$ cat src/rtl/clock_set_if.sv
// Bundle between the time-setting controller and the calendar counters.
// The counter side drives the live fields. The controller drives the run
// enable, the load strobe and the edited field values.
interface clock_set_if;
  logic [5:0] cur_minute_i;
  logic [4:0] cur_hour_i;
  logic [4:0] cur_day_i;
  logic [4:0] cur_month_i;
  logic       run_en_o;
  logic       load_o;
  logic [5:0] set_minute_o;
  logic [4:0] set_hour_o;
  logic [4:0] set_day_o;
  logic [4:0] set_month_o;

  modport master (
    output cur_minute_i, cur_hour_i, cur_day_i, cur_month_i,
    input  run_en_o, load_o, set_minute_o, set_hour_o, set_day_o, set_month_o
  );

  modport slave (
    input  cur_minute_i, cur_hour_i, cur_day_i, cur_month_i,
    output run_en_o, load_o, set_minute_o, set_hour_o, set_day_o, set_month_o
  );
endinterface

$ cat src/rtl/clock_set_ctrl.sv
// Time-setting controller for the calendar clock.
// The controller debounces the MODE and INC keys, then walks an edit FSM through
// minute, hour, day and month. It freezes the counters while a field is being
// edited, and it loads the edited values into the counters on commit.
//
// state  | meaning
// -------+----------------------------------------------
// RUN    | counters advance, no field edited
// E_MIN  | editing minute
// E_HOUR | editing hour
// E_DAY  | editing day
// E_MON  | editing month, next MODE commits with load_o
module clock_set_ctrl #(
  parameter int DEB_N         = 4,
  parameter int HOLD_TICKS    = 64,
  parameter int REPEAT_TICKS  = 8,
  parameter int TIMEOUT_TICKS = 4096,
  parameter int BLINK_TICKS   = 32,
  parameter int DAY_MAX       = 30,
  parameter int MONTH_MAX     = 11
) (
  input  logic        clock,
  input  logic        reset,
  input  logic        tick_i,
  input  logic        key_mode_i,
  input  logic        key_inc_i,
  clock_set_if.slave  bus,
  output logic [2:0]  edit_field_o,
  output logic        blink_o
);

  localparam int DW = $clog2(DEB_N) + 1;
  localparam int RW = $clog2(HOLD_TICKS + REPEAT_TICKS + 1);
  localparam int IW = $clog2(TIMEOUT_TICKS + 1);
  localparam int BW = $clog2(BLINK_TICKS + 1);

  // The enum values are the edit_field_o encoding.
  typedef enum logic [2:0] {
    S_RUN    = 3'd0,
    S_E_MIN  = 3'd1,
    S_E_HOUR = 3'd2,
    S_E_DAY  = 3'd3,
    S_E_MON  = 3'd4
  } state_t;

  state_t          state_q, state_d;
  logic            load_d, load_q;
  logic [1:0]      mode_sync, inc_sync;
  logic [1:0]      raw_s, deb, press;
  logic [DW-1:0]   deb_cnt [2];
  logic [RW-1:0]   rep_cnt;
  logic            rep_pulse;
  logic [IW-1:0]   idle_cnt;
  logic [BW-1:0]   blink_cnt;
  logic            mode_evt, inc_evt, any_act, timeout;
  logic [5:0]      set_min;
  logic [4:0]      set_hr, set_day, set_mon;

  // Bring the raw keys into the clock domain with two flops each.
  always_ff @(posedge clock or negedge reset) begin
    if (!reset) begin
      mode_sync <= '0;
      inc_sync  <= '0;
    end else begin
      mode_sync <= {mode_sync[0], key_mode_i};
      inc_sync  <= {inc_sync[0], key_inc_i};
    end
  end

  // Bit 0 is MODE and bit 1 is INC.
  assign raw_s = {inc_sync[1], mode_sync[1]};

  // Debounce on tick samples. A level flips after DEB_N consecutive differing samples.
  // A flip to 1 produces a 1-clock press pulse.
  always_ff @(posedge clock or negedge reset) begin
    if (!reset) begin
      deb        <= '0;
      press      <= '0;
      deb_cnt[0] <= '0;
      deb_cnt[1] <= '0;
    end else begin
      press <= '0;
      if (tick_i) begin
        for (int k = 0; k < 2; k++) begin
          if (raw_s[k] == deb[k]) begin
            deb_cnt[k] <= '0;
          end else if (deb_cnt[k] == DW'(DEB_N - 1)) begin
            deb[k]     <= raw_s[k];
            deb_cnt[k] <= '0;
            press[k]   <= raw_s[k];
          end else begin
            deb_cnt[k] <= deb_cnt[k] + 1'b1;
          end
        end
      end
    end
  end

  // Auto-repeat down-counter. The press loads the hold delay, and each terminal count
  // reloads the repeat period. A release clears the counter.
  always_ff @(posedge clock or negedge reset) begin
    if (!reset) begin
      rep_cnt   <= '0;
      rep_pulse <= 1'b0;
    end else begin
      rep_pulse <= 1'b0;
      if (!deb[1]) begin
        rep_cnt <= '0;
      end else if (press[1]) begin
        rep_cnt <= RW'(HOLD_TICKS);
      end else if (tick_i && rep_cnt != '0) begin
        if (rep_cnt == RW'(1)) begin
          rep_pulse <= 1'b1;
          rep_cnt   <= RW'(REPEAT_TICKS);
        end else begin
          rep_cnt <= rep_cnt - 1'b1;
        end
      end
    end
  end

  assign mode_evt = press[0];
  assign inc_evt  = (press[1] | rep_pulse) & ~press[0];
  assign any_act  = press[0] | press[1] | rep_pulse;
  assign timeout  = (state_q != S_RUN) && tick_i && (idle_cnt == IW'(1)) && !any_act;

  // State register.
  always_ff @(posedge clock or negedge reset) begin
    if (!reset) begin
      state_q <= S_RUN;
      load_q  <= 1'b0;
    end else begin
      state_q <= state_d;
      load_q  <= load_d;
    end
  end

  // Next-state logic: MODE advances the field, and an idle timeout aborts without a load.
  always_comb begin
    state_d = state_q;
    load_d  = 1'b0;
    case (state_q)
      S_RUN:    if (mode_evt) state_d = S_E_MIN;
      S_E_MIN:  if (mode_evt) state_d = S_E_HOUR; else if (timeout) state_d = S_RUN;
      S_E_HOUR: if (mode_evt) state_d = S_E_DAY;  else if (timeout) state_d = S_RUN;
      S_E_DAY:  if (mode_evt) state_d = S_E_MON;  else if (timeout) state_d = S_RUN;
      S_E_MON: begin
        if (mode_evt) begin
          state_d = S_RUN;
          load_d  = 1'b1;
        end else if (timeout) begin
          state_d = S_RUN;
        end
      end
      default:  state_d = S_RUN;
    endcase
  end

  // Edited fields. Entering the edit copies the live fields, and INC bumps only the
  // selected field modulo its range.
  always_ff @(posedge clock or negedge reset) begin
    if (!reset) begin
      set_min <= '0;
      set_hr  <= '0;
      set_day <= '0;
      set_mon <= '0;
    end else if (state_q == S_RUN && mode_evt) begin
      set_min <= bus.cur_minute_i;
      set_hr  <= bus.cur_hour_i;
      set_day <= bus.cur_day_i;
      set_mon <= bus.cur_month_i;
    end else if (inc_evt) begin
      case (state_q)
        S_E_MIN:  set_min <= (set_min == 6'd59) ? 6'd0 : set_min + 1'b1;
        S_E_HOUR: set_hr  <= (set_hr == 5'd23) ? 5'd0 : set_hr + 1'b1;
        S_E_DAY:  set_day <= (set_day == 5'(DAY_MAX)) ? 5'd0 : set_day + 1'b1;
        S_E_MON:  set_mon <= (set_mon == 5'(MONTH_MAX)) ? 5'd0 : set_mon + 1'b1;
        default:  ;
      endcase
    end
  end

  // Idle timeout down-counter. Any key activity rearms it, and it is cleared in RUN.
  always_ff @(posedge clock or negedge reset) begin
    if (!reset) begin
      idle_cnt <= '0;
    end else if (state_d == S_RUN) begin
      idle_cnt <= '0;
    end else if (any_act || state_q == S_RUN) begin
      idle_cnt <= IW'(TIMEOUT_TICKS);
    end else if (tick_i) begin
      idle_cnt <= idle_cnt - 1'b1;
    end
  end

  // Blink half-period timer. It restarts low on every field change and is held low in RUN.
  always_ff @(posedge clock or negedge reset) begin
    if (!reset) begin
      blink_o   <= 1'b0;
      blink_cnt <= '0;
    end else if (state_d == S_RUN) begin
      blink_o   <= 1'b0;
      blink_cnt <= '0;
    end else if (state_d != state_q) begin
      blink_o   <= 1'b0;
      blink_cnt <= BW'(BLINK_TICKS);
    end else if (tick_i) begin
      if (blink_cnt == BW'(1)) begin
        blink_o   <= ~blink_o;
        blink_cnt <= BW'(BLINK_TICKS);
      end else begin
        blink_cnt <= blink_cnt - 1'b1;
      end
    end
  end

  assign bus.run_en_o     = (state_q == S_RUN);
  assign bus.load_o       = load_q;
  assign bus.set_minute_o = set_min;
  assign bus.set_hour_o   = set_hr;
  assign bus.set_day_o    = set_day;
  assign bus.set_month_o  = set_mon;
  assign edit_field_o     = state_q;

endmodule

$ cat src/flat_wrapper.sv
// flat-port wrapper written by rule: the top's interface ports become plain ports
module clock_set_ctrl_flat 
#(
  parameter int DEB_N         = 4,
  parameter int HOLD_TICKS    = 64,
  parameter int REPEAT_TICKS  = 8,
  parameter int TIMEOUT_TICKS = 4096,
  parameter int BLINK_TICKS   = 32,
  parameter int DAY_MAX       = 30,
  parameter int MONTH_MAX     = 11
)
  (clock, reset, tick_i, key_mode_i, key_inc_i, edit_field_o, blink_o, bus_cur_minute_i, bus_cur_hour_i, bus_cur_day_i, bus_cur_month_i, bus_run_en_o, bus_load_o, bus_set_minute_o, bus_set_hour_o, bus_set_day_o, bus_set_month_o);
  clock_set_if bus_i ();
  input  logic clock;
  input  logic reset;
  input  logic tick_i;
  input  logic key_mode_i;
  input  logic key_inc_i;
  output logic [2:0] edit_field_o;
  output logic blink_o;
  input wire logic [$bits(bus_i.cur_minute_i)-1:0] bus_cur_minute_i;
  input wire logic [$bits(bus_i.cur_hour_i)-1:0] bus_cur_hour_i;
  input wire logic [$bits(bus_i.cur_day_i)-1:0] bus_cur_day_i;
  input wire logic [$bits(bus_i.cur_month_i)-1:0] bus_cur_month_i;
  output wire logic [$bits(bus_i.run_en_o)-1:0] bus_run_en_o;
  output wire logic [$bits(bus_i.load_o)-1:0] bus_load_o;
  output wire logic [$bits(bus_i.set_minute_o)-1:0] bus_set_minute_o;
  output wire logic [$bits(bus_i.set_hour_o)-1:0] bus_set_hour_o;
  output wire logic [$bits(bus_i.set_day_o)-1:0] bus_set_day_o;
  output wire logic [$bits(bus_i.set_month_o)-1:0] bus_set_month_o;
  assign bus_i.cur_minute_i = bus_cur_minute_i;
  assign bus_i.cur_hour_i = bus_cur_hour_i;
  assign bus_i.cur_day_i = bus_cur_day_i;
  assign bus_i.cur_month_i = bus_cur_month_i;
  assign bus_run_en_o = bus_i.run_en_o;
  assign bus_load_o = bus_i.load_o;
  assign bus_set_minute_o = bus_i.set_minute_o;
  assign bus_set_hour_o = bus_i.set_hour_o;
  assign bus_set_day_o = bus_i.set_day_o;
  assign bus_set_month_o = bus_i.set_month_o;
  clock_set_ctrl #(.DEB_N(DEB_N), .HOLD_TICKS(HOLD_TICKS), .REPEAT_TICKS(REPEAT_TICKS), .TIMEOUT_TICKS(TIMEOUT_TICKS), .BLINK_TICKS(BLINK_TICKS), .DAY_MAX(DAY_MAX), .MONTH_MAX(MONTH_MAX)) u_core (.clock(clock), .reset(reset), .tick_i(tick_i), .key_mode_i(key_mode_i), .key_inc_i(key_inc_i), .bus(bus_i), .edit_field_o(edit_field_o), .blink_o(blink_o));
endmodule
$ cat config.mk
export PLATFORM = sky130hd
export DESIGN_NAME = clock_set_ctrl_flat
export DESIGN_NICKNAME = d
export VERILOG_FILES = /design/src/rtl/clock_set_if.sv /design/src/rtl/clock_set_ctrl.sv /design/src/flat_wrapper.sv
export SDC_FILE = /design/constraint.sdc
export NUM_CORES = 1
export LEC_CHECK = 0
export ABC_AREA = 1
export CORE_ASPECT_RATIO = 1.2
export CORE_MARGIN = 10
export CORE_UTILIZATION = 50
export DETAILED_ROUTE_END_ITERATION = 12
export HOLD_SLACK_MARGIN = 0.1
export PLACE_DENSITY = 0.73
export SLEW_MARGIN = 20
export SYNTH_ARGS = -nofsm -noshare
export SYNTH_HDL_FRONTEND = slang
export SYNTH_SLANG_ARGS = --single-unit
$ cat constraint.sdc
create_clock -name clock -period 2 [get_ports clock]
set_input_delay 0.4 -clock clock [delete_from_list [all_inputs] [get_ports clock]]
set_output_delay 0.4 -clock clock [all_outputs]
set_load 0.05 [all_outputs]
==> flow_summary.ini <==
[critical_path]
crit_chain = clkdlybuf4s50_1
critPathRequiredTime_ns = 1.60
worstSetupEndpointType = output pin
slowest_stage = clkdlybuf4s50_1
cpPeakStageDelay_ns = 0.83
critPathTopFamily = buffers and inverters
path_class = flop to output pin
path_buf_inv = 1
crit_arrival_ns = 1.57
worst-path-max-fanout = 4
startpoint_type = flop

[pwr]
sequentialPowerShare = 0.372
peakVddDrop_uv = 686
intPower_mw = 2.92
switchingPower_mw = 2.14
power_density_nw_per_um2 = 1040
clkPwrFrac = 0.181
p_sw_frac = 0.423
combPwrFrac = 0.447
p_leak_nw = 2.46

[outcome]
status = completed

[die]
pin_count = 53
die-area_sq_um = 11400
die_w_um = 99.0
rows = 34
die_h_um = 115
core_area_sq_um = 7270
initial_core_util = 0.515

[yosys]
syn_nets = 505
yosysUniqueCellTypes = 40
async_flop_share = 1.00
syn_area_per_cell_sq_um = 8.04
ys_warn_count = 0
synthCells = 466
ys.flop_type = dfrtp_1
ys_ff_latch = 67
synth_area_sq_um = 3750
synth-edff-count = 0
yosysSeqAreaShare = 0.447

[detailed_routing]
postRouteAntennaNets = 0
wl_met3_um = 550
routedWlPerCell_um = 13.9
met1_length_um = 4080
drt_iter0_drc = 146
viasPerCell = 5.32
num_vias = 3443
drc = 0
met2WireLength_um = 4310
wl_um = 8990
routed.top_layer = met4
drt_first_pass_iters = 4

[cts]
clock_latency_ns = 0.33
cts_tree = done
htree_num_levels = 3
clock-sinks = 67
clock_path_buffers = 2
root_buffer = clkbuf_8
cts.clk_slew.worst_paths_ns = 0.07
numCtsBuffers = 9

[sta]
worst_slew_pin_slew_ns = 0.517
finalCritPeriodShare = 0.985
rsz0062_at_grt = yes
hold_viol_final = 0
fmax_mhz = 508
finalMaxSlewViolations = 0
fin_worst_skew_ns = 0.00831
setup_viol = 0
slew_headroom = 0.655
layout_min_cycle_time_ns = 1.97

[global_route]
grt_pass1_vias = 3396
grt_max_degree = 68
grt_antenna_before_repair = 0
grt_pass1_wl_um = 14800
grt_usage = 0.153
grt_overflow = 0

[cells_and_area]
area_growth_pct = 30.3
diodes = 0
drive_gt1_frac = 0.189
finalInstanceArea_sq_um = 4880
final_common_cell = nand2_1
layout_common_cells = nand2_1, dfrtp_1, inv_1, nor2_1, buf_4
layout.nets = 592
fin_util = 0.671

[placed_design]
place_area_sq_um = 4520
gp_congestion = 0.882
numPortBuffers = 52
dp_hpwl_um = 6400

[min_path]
hold_path_class = flop to flop

[run]
drv_cap = 0
per-stage QoR:
stage	hold WS [ns]	setup slack [ns]	TNS, ns	power [mW]	instances
detailed placement	0.343	-0.129	-1.10	4.14	623
finish	0.345	0.0302	0	5.06	647
floorplan	0.104	0.00861	0	3.46	466
global route	0.364	-0.0668	-0.275	5.41	647
CTS	0.352	0.000557	0	5.06	639
global placement	0.336	-0.0943	-0.654	4.06	623
cell type report:
cell class,instances,area [sq um]
Fill cell,617,2390
Clock buffer,11,131
Sequential cell,67,1680
Clock inverter,4,20.0
Tap cell,90,113
Multi-Input combinational cell,323,1890
Timing Repair Buffer,84,792
Inverter,68,260
kinds of logic (layout without fill, tap and decap cells):
logic type | count (synthesis) | count (layout) | share of synthesized area
simple gates | 201 | 202 | 0.236
compound gates | 82 | 82 | 0.131
buf+inv | 77 | 167 | 0.0818
flops | 67 | 67 | 0.447
xor+xnor | 26 | 26 | 0.0608
fa+ha+maj | 13 | 13 | 0.0434
path summary, 6_finish.rpt:
check / start / end / slack (ns) / depth (start not counted)
max: u_core.bus.set_hour_o[2] / bus_set_hour_o[2] / 0.03 / 1
min: u_core.mode_sync[0] / u_core.mode_sync[1] / 0.35 / 0
max reg2reg: u_core.edit_field_o[2] / u_core.blink_cnt[2] / 0.06 / 12
min reg2reg: u_core.mode_sync[0] / u_core.mode_sync[1] / 0.35 / 0
max in group asynchronous: reset / u_core.edit_field_o[1] / 1.08 / 3
min in group asynchronous: reset / u_core.bus.set_minute_o[4] / 0.59 / 3
cells in the mapped netlist, drive strengths merged (5+ instances only):
| library cell | count | area share |
|---|---|---|
| dfrtp | 67 | 0.45 |
| o21ai | 32 | 0.044 |
| nand2 | 85 | 0.087 |
| a31oi | 5 | 0.0083 |
| a21oi | 14 | 0.019 |
| ha | 13 | 0.043 |
| nand4 | 10 | 0.017 |
| xnor2 | 5 | 0.012 |
| nor2 | 63 | 0.068 |
| inv | 68 | 0.068 |
| nand3 | 29 | 0.041 |
| nor3 | 9 | 0.013 |
| buf | 5 | 0.0097 |
| o22ai | 14 | 0.023 |
| xor2 | 21 | 0.049 |
flip-flops by register name, summed over array words and instances (netlist names):
signal,cells
u_core.deb_cnt,6
u_core.bus.set_hour_o,5
u_core.blink_cnt,6
u_core.idle_cnt,13
u_core.deb,2
u_core.bus.set_month_o,5
u_core.blink_o,1
u_core.inc_sync,2
u_core.mode_sync,2
u_core.edit_field_o,3
u_core.bus.load_o,1
u_core.bus.set_minute_o,6
u_core.press,2
u_core.rep_cnt,7
u_core.bus.set_day_o,5
u_core.rep_pulse,1
routing by layer:
layer	vias to the layer above	GRT usage
met3	4	0.0360
met1	1632	0.184
met5	-	0
met4	0	0.0699
met2	99	0.253
li1	1708	-
power by group through the flow:
stage	sequential (mW)	clock [mW]	combinational [mW]
6_report	1.88	0.914	2.26
5_1_grt	1.93	0.977	2.50
4_1_cts	1.89	0.940	2.24
3_5_place_dp	1.91	0	2.23
3_3_place_gp	1.89	0	2.17
2_1_floorplan	2.40	0	1.06
what timing repair did:
action,CTS,global route
setup buffers,0,7
cloned,0,1
setup endpoints to repair,2,35
pin swaps,1,6
hold buffers,1,0
gates resized for setup,0,47
hold endpoints to repair,55,0
Note: power is estimated with default switching activity, not from simulation.
